$ cat src/rtl/buf_load_arb.sv
// Round-robin load arbiter: grants one of four buffer load engines and streams
// DRAM beats into the granted buffer's write port at sequential word addresses.
module buf_load_arb #(
    parameter int DATA_W = 256,
    parameter int LEN_W  = 8
) (
    input  logic              clk,
    input  logic              reset,
    input  logic              req_ibuf,
    input  logic              req_wbuf,
    input  logic              req_bbuf,
    input  logic              req_obuf,
    input  logic [13:0]       base_ibuf,
    input  logic [11:0]       base_wbuf,
    input  logic [10:0]       base_bbuf,
    input  logic [14:0]       base_obuf,
    input  logic [LEN_W-1:0]  len_ibuf,
    input  logic [LEN_W-1:0]  len_wbuf,
    input  logic [LEN_W-1:0]  len_bbuf,
    input  logic [LEN_W-1:0]  len_obuf,
    output logic              gnt_ibuf,
    output logic              gnt_wbuf,
    output logic              gnt_bbuf,
    output logic              gnt_obuf,
    output logic              done_ibuf,
    output logic              done_wbuf,
    output logic              done_bbuf,
    output logic              done_obuf,
    input  logic              rd_valid,
    input  logic [DATA_W-1:0] rd_data,
    output logic              rd_ready,
    output logic [13:0]       tag_mem_write_addr_ibuf,
    output logic [11:0]       tag_mem_write_addr_wbuf,
    output logic [10:0]       tag_mem_write_addr_bbuf,
    output logic [14:0]       tag_mem_write_addr_obuf,
    output logic              mem_write_req_ibuf,
    output logic              mem_write_req_wbuf,
    output logic              mem_write_req_bbuf,
    output logic              mem_write_req_obuf,
    output logic [DATA_W-1:0] mem_write_data,
    output logic              busy,
    output logic [1:0]        sel,
    output logic [1:0]        dbg_state
);
    typedef enum logic [1:0] {S_IDLE, S_GRANT, S_BURST, S_DONE} state_t;

    state_t           state_q, state_d;
    logic [1:0]       ptr_q, ptr_d, sel_q, sel_d;
    logic [14:0]      addr_q, addr_d, addr_mask, base_win;
    logic [LEN_W-1:0] cnt_q, cnt_d, len_win;
    logic [3:0]       req_vec, sel_oh, wreq_q;
    logic [1:0]       win, idx;
    logic             found, hs;

    assign req_vec = {req_obuf, req_bbuf, req_wbuf, req_ibuf};
    // Beat transfers on rd_valid & rd_ready; rd_ready is high only while bursting.
    assign hs      = rd_valid && (state_q == S_BURST);
    assign sel_oh  = 4'b0001 << sel_q;

    // First requester at or after the pointer, wrapping ibuf..obuf.
    always_comb begin
        win   = ptr_q;
        found = 1'b0;
        idx   = 2'd0;
        for (int i = 0; i < 4; i++) begin
            idx = ptr_q + 2'(i);
            if (!found && req_vec[idx]) begin
                win   = idx;
                found = 1'b1;
            end
        end
    end

    always_comb begin
        base_win = {1'b0, base_ibuf};
        len_win  = len_ibuf;
        case (win)
            2'd1:    begin base_win = {3'b0, base_wbuf}; len_win = len_wbuf; end
            2'd2:    begin base_win = {4'b0, base_bbuf}; len_win = len_bbuf; end
            2'd3:    begin base_win = base_obuf;         len_win = len_obuf; end
            default: ;
        endcase
    end

    // Address wraps at the owning buffer's address width.
    always_comb begin
        case (sel_q)
            2'd0:    addr_mask = 15'h3FFF;
            2'd1:    addr_mask = 15'h0FFF;
            2'd2:    addr_mask = 15'h07FF;
            default: addr_mask = 15'h7FFF;
        endcase
    end

    always_comb begin
        state_d = state_q;
        ptr_d   = ptr_q;
        sel_d   = sel_q;
        addr_d  = addr_q;
        cnt_d   = cnt_q;
        case (state_q)
            S_IDLE: begin
                if (found) begin
                    sel_d   = win;
                    addr_d  = base_win;
                    cnt_d   = len_win;
                    state_d = S_GRANT;
                end
            end
            S_GRANT: state_d = S_BURST;
            S_BURST: begin
                if (hs) begin
                    addr_d = (addr_q + 15'd1) & addr_mask;
                    if (cnt_q == '0) state_d = S_DONE;
                    else             cnt_d   = cnt_q - 1'b1;
                end
            end
            default: begin
                ptr_d   = sel_q + 2'd1;
                state_d = S_IDLE;
            end
        endcase
    end

    always_ff @(posedge clk or negedge reset) begin
        if (!reset) begin
            state_q <= S_IDLE;
            ptr_q   <= '0;
            sel_q   <= '0;
            addr_q  <= '0;
            cnt_q   <= '0;
        end else begin
            state_q <= state_d;
            ptr_q   <= ptr_d;
            sel_q   <= sel_d;
            addr_q  <= addr_d;
            cnt_q   <= cnt_d;
        end
    end

    always_ff @(posedge clk or negedge reset) begin
        if (!reset) begin
            wreq_q                  <= '0;
            mem_write_data          <= '0;
            tag_mem_write_addr_ibuf <= '0;
            tag_mem_write_addr_wbuf <= '0;
            tag_mem_write_addr_bbuf <= '0;
            tag_mem_write_addr_obuf <= '0;
        end else begin
            wreq_q <= hs ? sel_oh : 4'b0000;
            if (hs) begin
                mem_write_data <= rd_data;
                case (sel_q)
                    2'd0:    tag_mem_write_addr_ibuf <= addr_q[13:0];
                    2'd1:    tag_mem_write_addr_wbuf <= addr_q[11:0];
                    2'd2:    tag_mem_write_addr_bbuf <= addr_q[10:0];
                    default: tag_mem_write_addr_obuf <= addr_q;
                endcase
            end
        end
    end

    assign {gnt_obuf, gnt_bbuf, gnt_wbuf, gnt_ibuf}     = (state_q == S_GRANT) ? sel_oh : 4'b0000;
    assign {done_obuf, done_bbuf, done_wbuf, done_ibuf} = (state_q == S_DONE)  ? sel_oh : 4'b0000;
    assign {mem_write_req_obuf, mem_write_req_bbuf,
            mem_write_req_wbuf, mem_write_req_ibuf}     = wreq_q;
    assign rd_ready  = (state_q == S_BURST);
    assign busy      = (state_q != S_IDLE);
    assign sel       = sel_q;
    assign dbg_state = state_q;
endmodule

$ cat config.mk
export PLATFORM = sky130hd
export DESIGN_NAME = buf_load_arb
export DESIGN_NICKNAME = d
export VERILOG_FILES = /design/src/rtl/buf_load_arb.sv
export SDC_FILE = /design/constraint.sdc
export NUM_CORES = 1
export LEC_CHECK = 0
export CORE_AREA = 3 3 262 264
export DETAILED_ROUTE_END_ITERATION = 10
export DIE_AREA = 0 0 265 267
export SLEW_MARGIN = 10
export SYNTH_ARGS = -nofsm -noshare
export SYNTH_HDL_FRONTEND = slang
export SYNTH_SLANG_ARGS = --single-unit
$ cat constraint.sdc
create_clock -name clk -period 4.64 [get_ports clk]
set_input_delay 0.928 -clock clk [delete_from_list [all_inputs] [get_ports clk]]
set_output_delay 0.928 -clock clk [all_outputs]
set_load 0.01 [all_outputs]
==> results of run 1 <==
[placed cells by master, fill, tap and decap left out, types with 12 or more instances in the layout]
cell type | netlist | final
sky130_fd_sc_hd__a211oi_1 | 18 | 18
sky130_fd_sc_hd__a21oi_1 | 15 | 15
sky130_fd_sc_hd__and4_1 | 16 | 16
sky130_fd_sc_hd__clkbuf_16 | 0 | 43
sky130_fd_sc_hd__clkdlybuf4s50_1 | 0 | 671
sky130_fd_sc_hd__dfrtp_1 | 341 | 341
sky130_fd_sc_hd__ha_1 | 13 | 13
sky130_fd_sc_hd__inv_1 | 23 | 23
sky130_fd_sc_hd__mux2_2 | 34 | 34
sky130_fd_sc_hd__nand2_1 | 815 | 814
sky130_fd_sc_hd__nand3_1 | 15 | 15
sky130_fd_sc_hd__nor2_1 | 22 | 21
sky130_fd_sc_hd__nor3_1 | 13 | 13
sky130_fd_sc_hd__nor4_1 | 12 | 12
sky130_fd_sc_hd__o21ai_0 | 37 | 37
[sequential cells by signal, indices dropped and copies added, names as in the netlist]
name	count
addr_q	15
wreq_q	4
tag_mem_write_addr_obuf	15
sel	2
tag_mem_write_addr_wbuf	12
tag_mem_write_addr_bbuf	11
cnt_q	8
ptr_q	2
mem_write_data	256
dbg_state	2
tag_mem_write_addr_ibuf	14
[layer usage]
layer	part of all wire [%]	vias up	routed length (um)	track usage, %
met3	8.5	90	5075	5.227
li1	-	6519	-	-
met4	2.6	2	1552	4.575
met2	50	620	29900	28.30
met1	39	6626	23000	18.52
met5	0.022	-	13	0
[power breakdown]
group	switching (mW)	internal, mW
Sequential	0.936	4.33
Clock	1.30	1.90
Combinational	3.59	3.48
Total	5.82	9.71
[cell families after synthesis]
family,after synthesis,synth area share (%)
fa+ha+maj,13,1.107
simple gates,946,26.55
flops,341,58.08
buf+inv,117,3.466
compound gates,159,7.989
mux,37,2.810
[final cells by class]
| class | count | area, um^2 | share of cell area [%] |
|---|---|---|---|
| diodes | 2 | 5.005 | 0.02118 |
| clock buffers | 57 | 1189 | 5.031 |
| clock inverters | 14 | 142.6 | 0.6037 |
| inverters | 23 | 86.33 | 0.3654 |
| multi-input cells | 1155 | 5664 | 23.97 |
| flip-flops and latches | 341 | 8533 | 36.12 |
| well taps | 873 | 1092 | 4.623 |
| repair buffers | 688 | 6914 | 29.26 |
[worst paths after layout]
path / startpoint / to / depth (start not counted)
worst max-delay path: dbg_state[1] / busy / 4
worst min-delay path: mem_write_data[183] / mem_write_data[183] / 2
worst max register to register: dbg_state[0] / addr_q[13] / 8
worst min register to register: mem_write_data[183] / mem_write_data[183] / 2
max in group asynchronous: reset / mem_write_data[166] / 2
min in group asynchronous: reset / mem_write_data[219] / 1
[worst max-delay path, stage by stage, from the launching register on]
cell	delay [ns]
sky130_fd_sc_hd__dfrtp_1	0.44
sky130_fd_sc_hd__inv_1	0.14
sky130_fd_sc_hd__ha_1	0.47
sky130_fd_sc_hd__inv_1	0.22
sky130_fd_sc_hd__clkdlybuf4s50_1	0.57
[through the flow]
stage	cell area [um^2]	util, %	std cells	worst slack, ns
final	23630	35.37	3153	1.337
after global routing	23620	35.36	3151	1.191
after CTS	23620	35.36	3151	1.312
after detailed placement	22290	33.37	3080	1.088
after global placement	22290	33.37	3080	1.159
after floorplan	14690	-	1613	2.218
==> parameters.txt, run 1 <==
Parameter                              Value

Status
  Outcome ... complete, no violations

Yosys
  Synthesized area ... 0.01469 mm^2
  Avg Cell Area, Syn ... approximately 9 um^2
  List of most frequent post-synthesis cells ... sky130_fd_sc_hd__nand2_1, sky130_fd_sc_hd__dfrtp_1, sky130_fd_sc_hd__clkbuf_1
  Total number of yosys warnings ... 0
  Leading cell types by total area after synthesis ... sky130_fd_sc_hd__dfrtp_1, sky130_fd_sc_hd__nand2_1, sky130_fd_sc_hd__mux2_2, sky130_fd_sc_hd__clkbuf_1, sky130_fd_sc_hd__o21ai_0
  Cell accounting for the most synthesized area ... sky130_fd_sc_hd__dfrtp_1
  Share of Yosys cell area claimed by the top area cell type ... between 50% and 60%
  Cells after synthesis ... ~1600
  Flip-flop and latch count after synthesis ... between 300 and 400
  Most frequent cell after synthesis ... sky130_fd_sc_hd__nand2_1
  Predominant post-synthesis flop cell ... sky130_fd_sc_hd__dfrtp_1
  Post-synthesis cell type count ... 72
  Number of enable flip-flop cells after synthesis ... 0
  Synthesized Nets ... 1973
  Share of flip-flops with an asynchronous set or reset after synthesis ... 100.0%
  Fraction of the yosys area taken by sequential cells ... about three fifths

STA
  Setup repair after global routing missed its margin ... false
  Count of final hold-check violations ... 0
  Worst rel slew slack ... between 20% and 30%
  Least-Margin Pin Slew ... roughly 1.1 ns
  Post-route clock skew ... about 0.013 ns
  Finish-stage setup viols ... 0
  Count of final max-slew check failures ... 0
  Final setup TNS ... 0 ns
  Tmin final ... 3.303 ns
  Worst hold slack ... around 0.47 ns
  Max Clock Freq ... 302.7 MHz
  Part of the cycle the worst path needs ... a little under three quarters

Clock tree
  Clock transition time at the flip-flop clock pins of the worst setup and hold paths ... around 0.060 ns
  Number of resized instances in the post-cts repair step ... 0
  Clk sinks ... about 340
  Number of CTS-inserted buffers ... 42
  CTS Buffer Depth ... 3
  Root buffer cell ... sky130_fd_sc_hd__clkbuf_16
  Insertion delay to the later sink of the worst-skew pair ... about 0.54 ns
  H-tree Lvls ... 2
  TritonCTS clock tree ... yes
  CTS hold repair buffers ... 0
  Setup Buffers After CTS ... 0

Flow run
  Max-capacitance violation count ... 0

Finish
  Area added between synthesis and finish ... 60.82%
  Final net count ... ~2600
  Number of inserted filler cells in the final layout ... between 6000 and 7000
  Share of cells above drive strength 1 ... 6.409%

Critical path
  Kind of capture point of the worst setup path ... output pin
  Critical Path AT ... roughly 2.4 ns
  Critical path type ... register to output pin
  R2R setup slack ... 1.83 ns
  Worst path required time ... between 3 and 4 ns
  Setup crit start kind ... register
  Highest fanout seen on the critical path ... 11

Route
  Total wirelength of the detailed-routed design ... just under 60000 um
  Vias post-DR ... around 14000
  Routed WL per cell ... 18.88 um
  Residual DRC count ... 0
  First DRT Iteration DRCs ... 779
  Initial DRT Pass Iterations ... 5
  Remaining antenna violation count ... 0
  Post-detailed-route via-to-cell ratio ... between 4 and 5

Power
  Leak pwr ... 10.84 nW
  Max rail drop VDD ... approximately 0.0003 V
  Total power of the final layout ... 15.54 mW
  Power Density ... 657.6 mW/mm^2

Die
  Number of rows in the core area ... 95
  Num ports ... just under 700
  Horizontal die dimension ... approximately 270 um
  Initial core utilization ... a little over a fifth
  Standard cell core area ... ~0.067 mm^2
  Overall die height ... about 270 um
  Floorplan die area ... 0.07076 mm^2

GRT
  GRT Overall Usage ... 16.00%
  Number of antenna violations at the first check in global routing ... 2
  First-pass GRT wire length ... roughly 88000 um
  Vias in the first global route ... 13940
  Largest net degree at the start of global routing ... 178
  Leftover overflow at the end of global routing ... 0

Placement
  # port buffers ... between 600 and 700
  Global placement routability congestion ... 0.8963
  HPWL reported at the end of detailed placement ... around 45000 um

Worst hold path
  Path class of the lowest-slack min-delay path ... register to register
No activity file was read; power rests on OpenSTA's default activity.
==> run 2: changes to the inputs <==
--- a/config.mk
+++ b/config.mk
@@ -5,9 +5,9 @@
 export SDC_FILE = /design/constraint.sdc
 export NUM_CORES = 1
 export LEC_CHECK = 0
-export CORE_AREA = 3 3 262 264
+export CORE_AREA = 3 3 263 265
 export DETAILED_ROUTE_END_ITERATION = 10
-export DIE_AREA = 0 0 265 267
+export DIE_AREA = 0 0 266 268
 export SLEW_MARGIN = 10
 export SYNTH_ARGS = -nofsm -noshare
 export SYNTH_HDL_FRONTEND = slang
==> constraint.sdc (replaced) <==
create_clock -name clk -period 3.2 [get_ports clk]
set_input_delay 0.64 -clock clk [delete_from_list [all_inputs] [get_ports clk]]
set_output_delay 0.64 -clock clk [all_outputs]
set_load 0.01 [all_outputs]
==> parameters.txt, run 2 (synthesis results as in run 1) <==
Parameter                              Value

Finish
  Final core utilization ... 35.86% (+0.49 points)
  Share of cells above drive strength 1 ... 8.035% (+1.6 points)
  Highest-count cells in the layout ignoring fill and taps ... sky130_fd_sc_hd__nand2_1, sky130_fd_sc_hd__clkdlybuf4s50_1, sky130_fd_sc_hd__dfrtp_1
  Final net count ... 2644 (+1.3%)
  Area added between synthesis and finish ... 63.64%
  Number of flip-flops in the largest register ... 256 (unchanged)
  Summed area of non-filler cells in the final layout ... 0.02404 mm^2 (+1.8%)
  Largest registers ... mem_write_data (256), addr_q (15), tag_mem_write_addr_obuf (15)
  Diodes inserted ... 0 (-2)
  Leading cell type in the layout, fill and taps excluded ... sky130_fd_sc_hd__nand2_1
  Register bank with the most flops ... mem_write_data

Critical path
  Cell mode on critical path ... sky130_fd_sc_hd__inv_1
  Critical path type ... register to output pin
  Buffering stage count on the worst path with inverters included ... 3 (unchanged)
  Gate family responsible for the most delay along the worst path ... buffers and inverters
  Critical path's slowest cell ... sky130_fd_sc_hd__clkdlybuf4s50_1
  R2R setup slack ... 0.54 ns (-1.29 ns)
  Reg2Reg Launch Point ... dbg_state[1]
  Crit path largest cell delay ... 0.58 ns (about the same)
  Worst flop-to-flop path endpoint ... addr_q[13]
  Kind of capture point of the worst setup path ... output pin
  Worst reg2reg path depth ... 7 (-1)
  Setup crit start kind ... register
  Worst setup startpoint ... dbg_state[1]
  Highest fanout seen on the critical path ... 11 (unchanged)
  Critical Path AT ... 2.34 ns (-0.04 ns)
  Worst path required time ... 2.56 ns (-1.15 ns)
  Sequence of cells on the critical path ... inv_1 > ha_1 > inv_1 > clkdlybuf4s50_1

Flow run
  Max-capacitance violation count ... 0 (unchanged)

Route
  Remaining antenna violation count ... 0 (unchanged)
  Routed WL per cell ... 18.68 um (-1.1%)
  Initial DRT Pass Iterations ... 5 (unchanged)
  First DRT Iteration DRCs ... 835 (+7.2%)
  Post-detailed-route via-to-cell ratio ... 4.338 (-1.3%)
  Residual DRC count ... 0 (unchanged)
  Total wirelength of the detailed-routed design ... 59550 um (about the same)
  Vias post-DR ... 13830 (-0.20%)

GRT
  GRT Overall Usage ... 15.84% (-0.16 points)
  First-pass GRT wire length ... 87220 um (-0.55%)
  Leftover overflow at the end of global routing ... 0 (unchanged)
  Number of antenna violations at the first check in global routing ... 4 (+2)
  Vias in the first global route ... 14020 (+0.55%)
  Largest net degree at the start of global routing ... 130 (-27%)

Clock tree
  Setup Buffers After CTS ... 0 (unchanged)
  CTS hold repair buffers ... 0 (unchanged)
  Root buffer cell ... sky130_fd_sc_hd__clkbuf_16
  Clk sinks ... 341 (unchanged)
  Clock transition time at the flip-flop clock pins of the worst setup and hold paths ... 0.06 ns (about the same)
  Insertion delay to the later sink of the worst-skew pair ... 0.55 ns (about the same)
  Number of CTS-inserted buffers ... 41 (-2.4%)
  CTS Buffer Depth ... 3 (unchanged)
  TritonCTS clock tree ... yes
  H-tree Lvls ... 2 (unchanged)
  Number of resized instances in the post-cts repair step ... 0 (unchanged)

Power
  Max rail drop VDD ... 0.0004771 V (+63%)
  Power Density ... 959.6 mW/mm^2 (+46%)
  Leak pwr ... 11.07 nW (+2.2%)

STA
  Max Clock Freq ... ~340 MHz
  Finish-stage setup viols ... 0 (unchanged)
  Count of final max-slew check failures ... 0 (unchanged)
  Tmin final ... 2.979 ns
  Final setup TNS ... 0 ns (unchanged)
  Count of final hold-check violations ... 0 (unchanged)
  Worst hold slack ... 0.09741 ns (-0.3706 ns)
  Setup repair after global routing missed its margin ... false
  Least-Margin Pin Slew ... 0.8639 ns (-0.1939 ns)
  Worst rel slew slack ... 42.20% (+13 points)
  Slack of the critical path ... 0.2213 ns (-1.115 ns)
  Post-route clock skew ... 0.02307 ns (+0.01002 ns)
  Part of the cycle the worst path needs ... 93.08%

Placement
  Dpl ws ... 0.1532 ns (-0.9351 ns)
  Global placement routability congestion ... 0.8751 (-2.4%)
  Placed standard-cell area ... 0.02261 mm^2 (+1.4%)
  HPWL reported at the end of detailed placement ... 46000 um (+1.6%)
  # port buffers ... 672 (unchanged)

Die
  Overall die height ... 268 um (+0.37%)
  Initial core utilization ... 21.91% (-0.078 points)
  Horizontal die dimension ... 266 um (+0.38%)
  Num ports ... 673 (unchanged)
  Floorplan die area ... 0.07129 mm^2 (+0.75%)
  Standard cell core area ... 0.06704 mm^2 (+0.36%)
  Number of rows in the core area ... 95 (unchanged)

Status
  Outcome ... complete, no violations

Worst hold path
  Path class of the lowest-slack min-delay path ... primary input to asynchronous set/reset pin
==> run 2: layout make-up <==
type / instances / area, um^2
multi-input cells: 1155 / 5664
clock buffers: 53 / 1152
clock inverters: 21 / 281.5
flip-flops and latches: 341 / 8533
inverters: 23 / 86.33
well taps: 873 / 1092
fillers: 6722 / 43000
repair buffers: 722 / 7232
==> run 2: power breakdown <==
group / switching (mW) / leakage, nW / internal (mW) / total, mW
clock network: 1.90 / 0.703 / 3.03 / 4.93
registers: 1.31 / 4.28 / 6.28 / 7.59
logic: 5.30 / 6.08 / 5.25 / 10.5
==> run 2: how the worst max path moves through the flow <==
| stage | slack [ns] | end | depth (start not counted) |
|---|---|---|---|
| final | 0.22 | busy | 4 |
| after global routing | 0.05 | busy | 4 |
| after CTS | 0.12 | busy | 4 |
| after detailed placement | 0.15 | addr_q[9] | 7 |
| after global placement | 0.13 | addr_q[9] | 7 |
| after floorplan | 1.07 | addr_q[10] | 7 |
==> run 2: through the flow <==
stage / instances / power, mW
2_1_floorplan: 1613 / 12.01
4_1_cts: 3188 / 23.44
3_5_place_dp: 3114 / 18.34
5_1_grt: 3188 / 24.61
6_report: 3188 / 23.07
3_3_place_gp: 3114 / 18.13
==> run 2: per-layer routing <==
metal  share of wire (%)  GRT usage (%)  vias up
li1                    -              -     6601
met1                  40          18.81     6563
met2                  50          28.27      579
met3                 7.4          4.230       86
met4                 2.5          4.386        0
met5                   0              0        -
==> run 3: changes to the inputs <==
--- a/config.mk
+++ b/config.mk
@@ -8,6 +8,7 @@
 export CORE_AREA = 3 3 263 265
 export DETAILED_ROUTE_END_ITERATION = 10
 export DIE_AREA = 0 0 266 268
+export GPL_TIMING_DRIVEN = 0
 export SLEW_MARGIN = 10
 export SYNTH_ARGS = -nofsm -noshare
 export SYNTH_HDL_FRONTEND = slang
==> constraint.sdc (replaced) <==
create_clock -name clk -period 3.4 [get_ports clk]
set_input_delay 0.68 -clock clk [delete_from_list [all_inputs] [get_ports clk]]
set_output_delay 0.68 -clock clk [all_outputs]
set_load 0.01 [all_outputs]
==> parameters.txt, run 3 (synthesis results as in run 1) <==
Parameter                              Value

Route
  Residual DRC count ... 0 (unchanged)
  Routed WL per cell ... 18.93 um (+1.3%)
  First DRT Iteration DRCs ... 885 (+6.0%)
  Total wirelength of the detailed-routed design ... 61190 um (+2.7%)
  Post-detailed-route via-to-cell ratio ... 4.422 (+1.9%)
  Initial DRT Pass Iterations ... 5 (unchanged)
  Remaining antenna violation count ... 0 (unchanged)
  Vias post-DR ... 14300 (+3.4%)

Die
  Number of rows in the core area ... 95 (unchanged)
  Horizontal die dimension ... 266 um (unchanged)
  Standard cell core area ... 0.06704 mm^2 (unchanged)
  Initial core utilization ... 21.91% (unchanged)
  Floorplan die area ... 0.07129 mm^2 (unchanged)
  Overall die height ... 268 um (unchanged)
  Num ports ... 673 (unchanged)

GRT
  First-pass GRT wire length ... 89780 um (+2.9%)
  Largest net degree at the start of global routing ... 108 (-17%)
  Global route hottest layer ... met2
  Met2 Use GR ... 28.63% (+0.35 points)
  GRT Overall Usage ... 16.31% (+0.47 points)
  GRT met1 Usage ... 19.69% (+0.88 points)
  Leftover overflow at the end of global routing ... 0 (unchanged)
  Number of antenna violations at the first check in global routing ... 4 (unchanged)
  Global-route met3 utilization ... 3.800% (-0.43 points)
  Vias in the first global route ... 14630 (+4.4%)

STA
  Post-route clock skew ... 0.02680 ns (+0.003730 ns)
  Worst rel slew slack ... 43.34% (+1.1 points)
  Part of the cycle the worst path needs ... between 90% and 100%
  Max Clock Freq ... ~310 MHz
  Count of final max-slew check failures ... 0 (unchanged)
  Final setup TNS ... 0 ns (unchanged)
  Finish-stage setup viols ... 0 (unchanged)
  Setup repair after global routing missed its margin ... false
  Least-Margin Pin Slew ... 0.8448 ns (-0.01906 ns)
  Count of final hold-check violations ... 0 (unchanged)
  Tmin final ... approximately 3.2 ns

Clock tree
  Clk sinks ... 341 (unchanged)
  Root buffer cell ... sky130_fd_sc_hd__clkbuf_16
  TritonCTS clock tree ... yes
  H-tree Lvls ... 2 (unchanged)
  Setup Buffers After CTS ... 0 (unchanged)
  Insertion delay to the later sink of the worst-skew pair ... 0.55 ns (about the same)
  Clock transition time at the flip-flop clock pins of the worst setup and hold paths ... 0.06 ns (about the same)
  CTS Buffer Depth ... 3 (unchanged)
  Number of CTS-inserted buffers ... 41 (unchanged)

Critical path
  Reg2Reg Launch Point ... dbg_state[0]
  Worst flop-to-flop path endpoint ... mem_write_data[255]
  Sequence of cells on the critical path ... inv_1 > ha_1 > clkbuf_1 > inv_1 > clkdlybuf4s50_1
  Gate family responsible for the most delay along the worst path ... buffers and inverters
  Critical path's slowest cell ... sky130_fd_sc_hd__clkdlybuf4s50_1
  Kind of capture point of the worst setup path ... output pin
  Cell mode on critical path ... sky130_fd_sc_hd__inv_1
  Buffering stage count on the worst path with inverters included ... 4 (+1)
  Worst reg2reg path depth ... 8 (+1)
  R2R setup slack ... 0.27 ns (-0.27 ns)
  Crit path largest cell delay ... 0.58 ns (about the same)
  Critical path type ... register to output pin
  Worst path required time ... 2.72 ns (+0.16 ns)
  Critical Path AT ... 2.53 ns (+0.19 ns)
  Setup crit start kind ... register
  Highest fanout seen on the critical path ... 10 (-1)

Power
  Max rail drop VDD ... 0.0004242 V (-11%)
  Total power of the final layout ... 21.50 mW (-6.8%)
  Leak pwr ... 10.93 nW (-1.2%)
  Power Density ... 898.9 mW/mm^2 (-6.3%)

Finish
  Final net count ... 2690 (+1.7%)
  Final core utilization ... 35.68% (-0.18 points)
  Register bank with the most flops ... mem_write_data
  Share of cells above drive strength 1 ... 6.537% (-1.5 points)
  Area added between synthesis and finish ... 62.81%
  Largest registers ... mem_write_data (256), addr_q (15), tag_mem_write_addr_obuf (15)
  Number of flip-flops in the largest register ... 256 (unchanged)
  Highest-count cells in the layout ignoring fill and taps ... sky130_fd_sc_hd__nand2_1, sky130_fd_sc_hd__clkdlybuf4s50_1, sky130_fd_sc_hd__dfrtp_1
  Leading cell type in the layout, fill and taps excluded ... sky130_fd_sc_hd__nand2_1

Placement
  # port buffers ... 671 (-0.15%)
  Global placement routability congestion ... 0.9275 (+6.0%)
  HPWL reported at the end of detailed placement ... 48730 um (+5.9%)

Flow run
  Max-capacitance violation count ... 0 (unchanged)

Status
  Outcome ... complete, no violations

Worst hold path
  Path class of the lowest-slack min-delay path ... primary input to asynchronous set/reset pin
## run 3: layer usage
layer,up-vias,part of all wire (%)
met5,-,0
met4,0,3.3
met3,105,6.8
met2,608,49
met1,6884,40
li1,6698,-
## run 3: cell type report
cell class | count | area, um^2
fill | 6728 | 43120
sequential | 341 | 8533
timing repair buffer | 674 | 6804
multi-input combinational | 1155 | 5652
clock buffer | 52 | 1149
tap | 873 | 1092
buffer | 94 | 422.9
clock inverter | 17 | 170.2
inverter | 23 | 86.33
antenna | 4 | 10.01
## run 3: worst max path at each step
stage / startpoint / end / slack [ns] / cells past startpoint
after floorplan: req_bbuf / addr_q[10] / 1.23 / 7
final: dbg_state[0] / busy / 0.19 / 5
after detailed placement: rd_valid / tag_mem_write_addr_wbuf[8] / -0.62 / 7
after global routing: dbg_state[1] / busy / 0.04 / 5
after global placement: reset / cnt_q[4] / -13.40 / 1
after CTS: dbg_state[1] / busy / 0.11 / 5
## run 3: power breakdown
| group | internal [mW] | switching [mW] | leakage, nW |
|---|---|---|---|
| sequential | 5.92 | 1.17 | 4.28 |
| clock | 2.54 | 1.77 | 0.638 |
| combinational | 4.85 | 5.26 | 6.01 |
| total | 13.3 | 8.19 | 10.9 |
## run 3: timing repair
action | CTS | global route
resized for setup | 1 | 0
hold buffers | 0 | 0
hold endpoints to repair | 0 | 0
endpoints found under the setup margin | 62 | 0
## run 3: per-stage QoR
stage | std cells | hold WS (ns) | setup WS, ns | instance area, um^2
3_5_place_dp | 3160 | 0.4613 | -0.6159 | 22590
5_1_grt | 3230 | 0.06617 | 0.04289 | 23910
4_1_cts | 3229 | 0.03797 | 0.1099 | 23910
6_report | 3233 | 0.06220 | 0.1906 | 23920
3_3_place_gp | 3157 | 0.4596 | -13.40 | 22500
2_1_floorplan | 1613 | 0.3844 | 1.226 | 14690
